### src/rtl/command_sequencer_if.sv
`timescale 1ns/1ps
// command_sequencer_if
// Bundles the board-side control inputs, the datapath ACC return and the
// sequencer outputs toward control_matrix into one connection.
//
// Handshake: cmd_valid is a one-cycle strobe with no ready. It is high for
// exactly the first cycle in which cmd_out carries a newly issued command.
// cmd_out then stays stable until the next strobe. It also stays stable
// through HALT and IDLE, and only reset clears it.
//
// Signals
//   load_en/load_addr/load_data  program memory write port (master -> slave)
//   run/step/rewind              execution control levels  (master -> slave)
//   acc_in                       ACC from control_matrix     (master -> slave)
//   cmd_out/cmd_valid            command word + new-command strobe (slave -> master)
//   pc/result/busy/halted        status                      (slave -> master)
//   dbg_state                    raw FSM state encoding      (slave -> master)
interface command_sequencer_if #(
    parameter int AW = 3
);
    logic          load_en;
    logic [AW-1:0] load_addr;
    logic [23:0]   load_data;
    logic          run;
    logic          step;
    logic          rewind;
    logic [7:0]    acc_in;
    logic [23:0]   cmd_out;
    logic          cmd_valid;
    logic [AW-1:0] pc;
    logic [7:0]    result;
    logic          busy;
    logic          halted;
    logic [2:0]    dbg_state;

    modport master (
        output load_en, load_addr, load_data, run, step, rewind, acc_in,
        input  cmd_out, cmd_valid, pc, result, busy, halted, dbg_state
    );

    modport slave (
        input  load_en, load_addr, load_data, run, step, rewind, acc_in,
        output cmd_out, cmd_valid, pc, result, busy, halted, dbg_state
    );
endinterface

### src/rtl/command_sequencer.sv
`timescale 1ns/1ps
// command_sequencer
// Feeds 24-bit command words from a small loadable program memory into the
// control_matrix datapath, one at a time. Each command is issued and held for
// EXEC_CYCLES settle cycles. The datapath ACC is then captured into result.
// The sequencer stops on a HALT_OP opcode or after the last memory word.
//
// Ports
//   clock    rising-edge system clock
//   reset_n  asynchronous active-low reset. Program memory is not reset.
//   bus      command_sequencer_if.slave. It carries the load port,
//            run/step/rewind, acc_in, cmd_out/cmd_valid, pc, result,
//            busy, halted and dbg_state. dbg_state uses the encoding
//            IDLE=0 FETCH=1 ISSUE=2 WAIT=3 CAPTURE=4 HALT=5.
//
// The bus interface instance must use the same AW as this module.
module command_sequencer #(
    parameter int         AW          = 3,
    parameter int         EXEC_CYCLES = 2,
    parameter logic [5:0] HALT_OP     = 6'b111111
) (
    input logic                clock,
    input logic                reset_n,
    command_sequencer_if.slave bus
);
    localparam int            DEPTH     = 2 ** AW;
    localparam logic [AW-1:0] PC_LAST   = {AW{1'b1}};
    localparam logic [3:0]    WAIT_LAST = 4'(EXEC_CYCLES - 1);

    typedef enum logic [2:0] {
        S_IDLE    = 3'd0,
        S_FETCH   = 3'd1,
        S_ISSUE   = 3'd2,
        S_WAIT    = 3'd3,
        S_CAPTURE = 3'd4,
        S_HALT    = 3'd5
    } state_t;

    state_t        state;
    logic [AW-1:0] pc;
    logic [23:0]   cmd_reg;
    logic [23:0]   cmd_out;
    logic          cmd_valid;
    logic [7:0]    result;
    logic          busy;
    logic          halted;
    logic [3:0]    wait_cnt;
    logic          run_mode;

    logic [23:0]   mem [DEPTH];

    // Loads are accepted only while idle or halted.
    // Loads take priority over run/step/rewind in the same cycle.
    logic load_ok;
    assign load_ok = bus.load_en && (state == S_IDLE || state == S_HALT);

    // The program memory has no reset, so a program survives a reset pulse.
    always_ff @(posedge clock) begin
        if (load_ok) begin
            mem[bus.load_addr] <= bus.load_data;
        end
    end

    always_ff @(posedge clock or negedge reset_n) begin
        if (!reset_n) begin
            state     <= S_IDLE;
            pc        <= '0;
            cmd_reg   <= '0;
            cmd_out   <= '0;
            cmd_valid <= 1'b0;
            result    <= '0;
            busy      <= 1'b0;
            halted    <= 1'b0;
            wait_cnt  <= '0;
            run_mode  <= 1'b0;
        end else begin
            cmd_valid <= 1'b0;
            case (state)
                S_IDLE: begin
                    if (bus.load_en) begin
                        // The memory write happens in the memory block.
                        // This state does not change.
                    end else if (bus.rewind) begin
                        pc <= '0;
                    end else if (bus.run || bus.step) begin
                        run_mode <= bus.run;   // run wins when both are high
                        busy     <= 1'b1;
                        state    <= S_FETCH;
                    end
                end

                S_FETCH: begin
                    cmd_reg <= mem[pc];
                    if (mem[pc][23:18] == HALT_OP) begin
                        // A halt word is never issued.
                        // pc stays on it until rewind.
                        busy   <= 1'b0;
                        halted <= 1'b1;
                        state  <= S_HALT;
                    end else begin
                        state <= S_ISSUE;
                    end
                end

                S_ISSUE: begin
                    cmd_out   <= cmd_reg;
                    cmd_valid <= 1'b1;
                    wait_cnt  <= '0;
                    state     <= S_WAIT;
                end

                S_WAIT: begin
                    wait_cnt <= wait_cnt + 4'd1;
                    if (wait_cnt == WAIT_LAST) begin
                        state <= S_CAPTURE;
                    end
                end

                S_CAPTURE: begin
                    result <= bus.acc_in;
                    if (pc == PC_LAST) begin
                        // The last word has run. pc wraps now, so a rewind
                        // from HALT changes nothing further.
                        pc     <= '0;
                        busy   <= 1'b0;
                        halted <= 1'b1;
                        state  <= S_HALT;
                    end else begin
                        pc <= pc + AW'(1);
                        if (run_mode) begin
                            state <= S_FETCH;
                        end else begin
                            busy  <= 1'b0;
                            state <= S_IDLE;
                        end
                    end
                end

                S_HALT: begin
                    if (!bus.load_en && bus.rewind) begin
                        pc     <= '0;
                        halted <= 1'b0;
                        state  <= S_IDLE;
                    end
                end

                default: begin
                    busy   <= 1'b0;
                    halted <= 1'b0;
                    state  <= S_IDLE;
                end
            endcase
        end
    end

    assign bus.cmd_out   = cmd_out;
    assign bus.cmd_valid = cmd_valid;
    assign bus.pc        = pc;
    assign bus.result    = result;
    assign bus.busy      = busy;
    assign bus.halted    = halted;
    assign bus.dbg_state = state;
endmodule

### src/flat_wrapper.sv
// flat-port wrapper written by rule: the top's interface ports become plain ports
module command_sequencer_flat 
#(
    parameter int         AW          = 3,
    parameter int         EXEC_CYCLES = 2,
    parameter logic [5:0] HALT_OP     = 6'b111111
)
  (clock, reset_n, bus_load_en, bus_load_addr, bus_load_data, bus_run, bus_step, bus_rewind, bus_acc_in, bus_cmd_out, bus_cmd_valid, bus_pc, bus_result, bus_busy, bus_halted, bus_dbg_state);
  command_sequencer_if #(.AW(AW)) bus_i ();
  input logic clock;
  input logic reset_n;
  input wire logic [$bits(bus_i.load_en)-1:0] bus_load_en;
  input wire logic [$bits(bus_i.load_addr)-1:0] bus_load_addr;
  input wire logic [$bits(bus_i.load_data)-1:0] bus_load_data;
  input wire logic [$bits(bus_i.run)-1:0] bus_run;
  input wire logic [$bits(bus_i.step)-1:0] bus_step;
  input wire logic [$bits(bus_i.rewind)-1:0] bus_rewind;
  input wire logic [$bits(bus_i.acc_in)-1:0] bus_acc_in;
  output wire logic [$bits(bus_i.cmd_out)-1:0] bus_cmd_out;
  output wire logic [$bits(bus_i.cmd_valid)-1:0] bus_cmd_valid;
  output wire logic [$bits(bus_i.pc)-1:0] bus_pc;
  output wire logic [$bits(bus_i.result)-1:0] bus_result;
  output wire logic [$bits(bus_i.busy)-1:0] bus_busy;
  output wire logic [$bits(bus_i.halted)-1:0] bus_halted;
  output wire logic [$bits(bus_i.dbg_state)-1:0] bus_dbg_state;
  assign bus_i.load_en = bus_load_en;
  assign bus_i.load_addr = bus_load_addr;
  assign bus_i.load_data = bus_load_data;
  assign bus_i.run = bus_run;
  assign bus_i.step = bus_step;
  assign bus_i.rewind = bus_rewind;
  assign bus_i.acc_in = bus_acc_in;
  assign bus_cmd_out = bus_i.cmd_out;
  assign bus_cmd_valid = bus_i.cmd_valid;
  assign bus_pc = bus_i.pc;
  assign bus_result = bus_i.result;
  assign bus_busy = bus_i.busy;
  assign bus_halted = bus_i.halted;
  assign bus_dbg_state = bus_i.dbg_state;
  command_sequencer #(.AW(AW), .EXEC_CYCLES(EXEC_CYCLES), .HALT_OP(HALT_OP)) u_core (.clock(clock), .reset_n(reset_n), .bus(bus_i));
endmodule
### config.mk
export PLATFORM = sky130hd
export DESIGN_NAME = command_sequencer_flat
export DESIGN_NICKNAME = d
export VERILOG_FILES = /design/src/rtl/command_sequencer_if.sv /design/src/rtl/command_sequencer.sv /design/src/flat_wrapper.sv
export SDC_FILE = /design/constraint.sdc
export NUM_CORES = 1
export LEC_CHECK = 0
export ABC_AREA = 1
export BUFFER_PORTS_ARGS = -buffer_cell sky130_fd_sc_hd__clkbuf_2
export CAP_MARGIN = 5
export CORE_MARGIN = 2
export CORE_UTILIZATION = 35
export CTS_CLUSTER_SIZE = 8
export DETAILED_ROUTE_END_ITERATION = 6
export HOLD_SLACK_MARGIN = 0.12
export PLACE_DENSITY = 0.52
export SETUP_SLACK_MARGIN = 0.5
export SLEW_MARGIN = 40
export SYNTH_ARGS = -nofsm -noshare
export SYNTH_HDL_FRONTEND = slang
export SYNTH_SLANG_ARGS = --single-unit
export TNS_END_PERCENT = 10
### constraint.sdc
create_clock -name clock -period 5.4 [get_ports clock]
set_input_delay 0.81 -clock clock [delete_from_list [all_inputs] [get_ports clock]]
set_output_delay 0.81 -clock clock [all_outputs]
set_load 0.05 [all_outputs]
Word-level counts from Yosys, hierarchy flattened

Memories as Yosys holds them, arrays and structs flattened.
Index checks and enable logic that the tools add are counted.

Bits in registers: 70
Memory bits (writable): 192
Bits of input ports: 41
Output and inout port bits: 41
Word-level logic and storage cells: 77
Memories: 1

Memories:

| memory     | depth | bits a word | rd ports | clocked after Yosys merged registers in | wr ports | RTL line                | source |
|---|---|---|---|---|---|---|---|
| u_core.mem | 8     | 24          | 1        | 0                                       | 1        | command_sequencer.sv:50 | `logic [23:0] mem [DEPTH];` |

$add $sub $neg: 2
Equal/unequal tests: 17
Muxes and demuxes: 28
Bitwise operators: 4
Reduce and logical (&&, ||, !) cells: 15

Operators by type and width:

| cell                                                             | count |
|---|---|
| 3-bit two-way mux                                                | 10 |
| 3-bit case mux with 6 select lines                               | 1 |
| 1-bit two-way mux                                                | 13 |
| 4-bit AND reduction                                              | 3 |
| 2-bit != test (second input constant)                            | 5 |
| 3-bit == test (second input constant)                            | 3 |
| 3-bit case mux with 3 select lines                               | 1 |
| 1-bit case mux with 4 select lines                               | 2 |
| 4-bit case mux with 2 select lines                               | 1 |
| 3-bit by 2-bit == test with 1-bit output (second input constant) | 2 |
| 6-bit == test (second input constant)                            | 1 |
| 2-bit by 1-bit != test with 1-bit output (second input constant) | 3 |
| 6-bit AND reduction                                              | 1 |
| 3-bit OR reduction                                               | 2 |
| 5-bit AND reduction                                              | 1 |
| 4-bit by 1-bit adder with 4-bit output (second input constant)   | 1 |
| 4-bit by 1-bit == test with 1-bit output (second input constant) | 1 |
| 1-bit inverter                                                   | 4 |
| 3-bit by 1-bit adder with 3-bit output (second input constant)   | 1 |
| 3-bit by 1-bit == test with 1-bit output (second input constant) | 1 |
| 3-bit zero test                                                  | 1 |
| 3-bit != test (second input constant)                            | 1 |
| 3-bit nonzero test                                               | 1 |
| 1-bit logical AND                                                | 2 |
| other kinds (3)                                                  | 4 |

Logic depth before layout (Yosys ltp)

Depth in word-level cells: 5
Gate-level depth with buffers: 14

Least setup slack after synthesis

No wires, ideal clock.

Path kind: register to register
Start: reg u_core.state[2], in the netlist u_core.bus.dbg_state[2]
End: mem u_core.mem[0][0] (enable)
Library setup time: 405 ps
Data arrival time: 2,469 ps
Slack: 2,526 ps
Stages on the path, launching flop included: 7
Buffers on the path: 0
Clock period less this slack: 2,874 ps
Cells stage by stage: dfrtp_1 -> nand2_1 -> inv_1 -> nand2_1 -> a21oi_1 -> nand2_1 -> nor2_1

Word-level cells in the longest chain between the ends: 5

Ends and longest elaborated chain:

| item                                                    | RTL line                | source |
|---|---|---|
| from (decl)                                             | command_sequencer.sv:39 | `state_t state;` |
| from (signal assigned)                                  | command_sequencer.sv:66 | `state <= S_IDLE;` |
| from (signal assigned)                                  | command_sequencer.sv:88 | `state <= S_FETCH;` |
| from (signal assigned)                                  | command_sequencer.sv:99 | `state <= S_HALT;` |
| 3-bit == test / 3-bit zero test (equally long branches) | command_sequencer.sv:55 | `assign load_ok = bus.load_en && (state == S_IDLE \|\| state == S_HALT);` |
| 1-bit logical OR *                                      | command_sequencer.sv:55 |  |
| 1-bit logical AND *                                     | command_sequencer.sv:55 |  |
| 1-bit two-way mux *                                     | command_sequencer.sv:59 | `if (load_ok) begin` |
| 1-bit two-way mux (implied by the code) *               | command_sequencer.sv:60 | `mem[bus.load_addr] <= bus.load_data;` |
| to (decl)                                               | command_sequencer.sv:50 |  |

Every way passes the cells marked *; elsewhere a longest branch is shown, timed or not.

Final worst setup path

Start: reg u_core.pc[0], in the netlist u_core.bus.pc[0]
End: out bus_pc[0]

RTL lines:

| item                   | RTL line                 | source |
|---|---|---|
| from (decl)            | command_sequencer.sv:40  | `logic [AW-1:0] pc;` |
| from (signal assigned) | command_sequencer.sv:129 | `pc <= pc + AW'(1);` |
| to (decl)              | flat_wrapper.sv:21       | `output wire logic [$bits(bus_i.pc)-1:0] bus_pc;` |

No word-level cell between the ends.

==> metrics.txt <==
Pwr Total between 6 and 7 mW; f_max 0.369 GHz; relative slew slack 47.9%; TritonCTS buffer count 38; Die Y-Extent 177 um; nets 1033; min cycle time layout 2710 ps; Vias 6801; vias in the first global route between 6000 and 7000; clk_skew 13.0 ps; total grt overflow 0; Core Box Area 29600 um2; P_int 4.29 mW; dpl cells 1338; most common cell after layout, fill and taps aside edfxtp_1; CTS resizes 0; Root Driver clkbuf_16; maximum vdd ir drop 0.000214 V; gr usage total 16.1%; DIE WIDTH 177 um; Avg WL per Cell 17.6 um; Seq/Total Area, Yosys 71.6%; clock sinks around 260; Ys Warns 0; CP Buf/Inv Count 2; Leakage ~4.9 nW; library cells used by synthesis 29; Post-CTS Setup Inserts 0; mapped cell area 10500 um2; first-pass GRT wire length 38.8 mm; clock tree from TritonCTS built; max FFs per register about 190; slowest cell delay on critical path 610 ps; critical path type reg2out; final slew viol count 0; Worst-Skew Late Latency 500 ps; HP Class in2async; Post-Layout Cell Count about 1400; power share of the clock group 31.0%; pin slew with the least headroom to its limit 777 ps; Die ar. 31400 um2; post-route ant nets 0; number of remaining DRC errors 0; share of layout cells above drive strength 1 15.4%; slowest CP cell buf_6; initial core utilization 35.5%; Final Hold Vio Count 0; Avg Cell Area, Syn 11.6 um2; TNS Setup 0 ps; maxcap violations 0; routability congestion estimate 0.753; # fillers 2831; CP endpoint kind output port; status complete, no violations; crit path cell chain buf_6 -> clkbuf_2; Worst EP required 4590 ps; post-layout util 41.7%; critical path startpoint category flip-flop; most frequent cells in the layout edfxtp_1, nand2_1, o21ai_0; Mapped Nets 947; Area growth syn-to-layout 17.5%; Worst Path Arrival 1900 ps; largest net degree at the start of global routing 101; hold-fix buffers at CTS 0; CTS Buffer Depth 3; FF+latch count, synth 262; Net Sw Power 2.52 mW; sequential share of power 38.3%; Comb pwr share 30.7%; Switching Fraction 37.0%; post-DP HPWL 14.4 mm; final setup fails 0; Syn Inst Count 902; delay-heaviest family, CP buffers and inverters; number of diodes 0; RSZ-0062 raised after global routing false; row cnt 63; PD cells around 550 nW/um2; Ports 82; Initial DRC Count between 500 and 600; Period Utilization, post-route 50.2%; Vias/cell 4.87; clk slew on worst S/H paths ~50 ps; Port Buffers between 80 and 90; CP max FO 100; worst hold slack 316 ps; DRT Pass-1 Iters 4; initial antenna violation count 0; H-tree depth 2; routed wire length ~25 mm
[per-layer routing]
layer / share of wire (%) / track usage [%]
met4: 2.2 / 5.20
met3: 4.6 / 2.49
met5: 0 / 0
met2: 45 / 24.6
met1: 49 / 23.5
[cells in the mapped netlist]
master | count | area, um2
clkbuf_2 | 1 | 5.00
o21ai_1 | 28 | 140
nand2_2 | 1 | 6.26
nor3_4 | 1 | 16.3
nand2_1 | 175 | 657
inv_1 | 82 | 308
o21ai_0 | 96 | 480
clkbuf_1 | 19 | 71.3
ha_1 | 4 | 50.1
nor4_1 | 2 | 12.5
inv_2 | 5 | 18.8
a21oi_1 | 4 | 20.0
nor2_1 | 91 | 342
nor2_4 | 1 | 11.3
xnor2_1 | 1 | 8.76
inv_4 | 1 | 6.26
buf_1 | 2 | 7.51
nor2_2 | 2 | 12.5
nand3_1 | 48 | 240
buf_4 | 2 | 15.0
o221ai_1 | 29 | 254
dfrtp_1 | 70 | 1750
buf_6 | 4 | 45.0
nor3_1 | 3 | 15.0
buf_2 | 20 | 100
edfxtp_1 | 192 | 5770
o22ai_1 | 10 | 62.6
nor2_8 | 1 | 20.0
o211ai_1 | 7 | 52.6
[logic make-up (layout without fill, tap and decap cells)]
| logic type | Yosys count | count (layout) | share of synthesized area [%] |
|---|---|---|---|
| AOI/OAI and AO/OA | 174 | 174 | 9.62 |
| xor gates and xnor gates | 1 | 1 | 0.0835 |
| adders and majority gates | 4 | 4 | 0.477 |
| buffers and inverters | 136 | 241 | 5.50 |
| DFF | 262 | 262 | 71.6 |
| and+or+nand+nor | 325 | 325 | 12.7 |
[power by group through the flow]
stage          sequential [mW]  clock [mW]  combinational [mW]
5_1_grt                   2.64        2.25                2.34
3_3_place_gp              2.64           0                2.10
6_report                  2.61        2.11                2.09
2_1_floorplan             3.10           0                1.10
3_5_place_dp              2.65           0                2.11
4_1_cts                   2.61        2.16                2.12
[final cells by class]
class | instances | area [um2] | area share, %
inverters | 88 | 335 | 2.72
well taps | 390 | 488 | 3.96
clock buffers | 58 | 1050 | 8.49
repair buffers | 94 | 513 | 4.16
clock inverters | 1 | 8.76 | 0.0710
flip-flops and latches | 262 | 7520 | 61.0
multi-input cells | 504 | 2420 | 19.6
[final timing paths]
| path | startpoint | endpoint | slack [ps] | depth (start not counted) |
|---|---|---|---|---|
| max | u_core.bus.pc[0] | bus_pc[0] | 2690 | 2 |
| min | reset_n | u_core.wait_cnt[1] | 320 | 1 |
| max reg2reg | u_core.bus.dbg_state[0] | u_core.mem[4][11] | 2710 | 6 |
| min reg2reg | u_core.wait_cnt[3] | u_core.wait_cnt[3] | 460 | 1 |
| max in group asynchronous | reset_n | u_core.bus.pc[0] | 4610 | 1 |
| min in group clock | u_core.wait_cnt[3] | u_core.wait_cnt[3] | 460 | 1 |
[per-stage QoR]
step,setup slack (ps),area (um2)
6_report,2690,12300
2_1_floorplan,2530,10500
5_1_grt,2440,12300
3_3_place_gp,2540,11300
4_1_cts,2590,12300
3_5_place_dp,2500,11300
[worst reg2reg max path, stage by stage (launching register included)]
cell	delay [ps]
dfrtp_1	500
nor2_1	180
nand2_1	110
a21oi_1	360
nand2_1	250
nor2_2	610
buf_4	370
(Power assumes the default switching activity.)
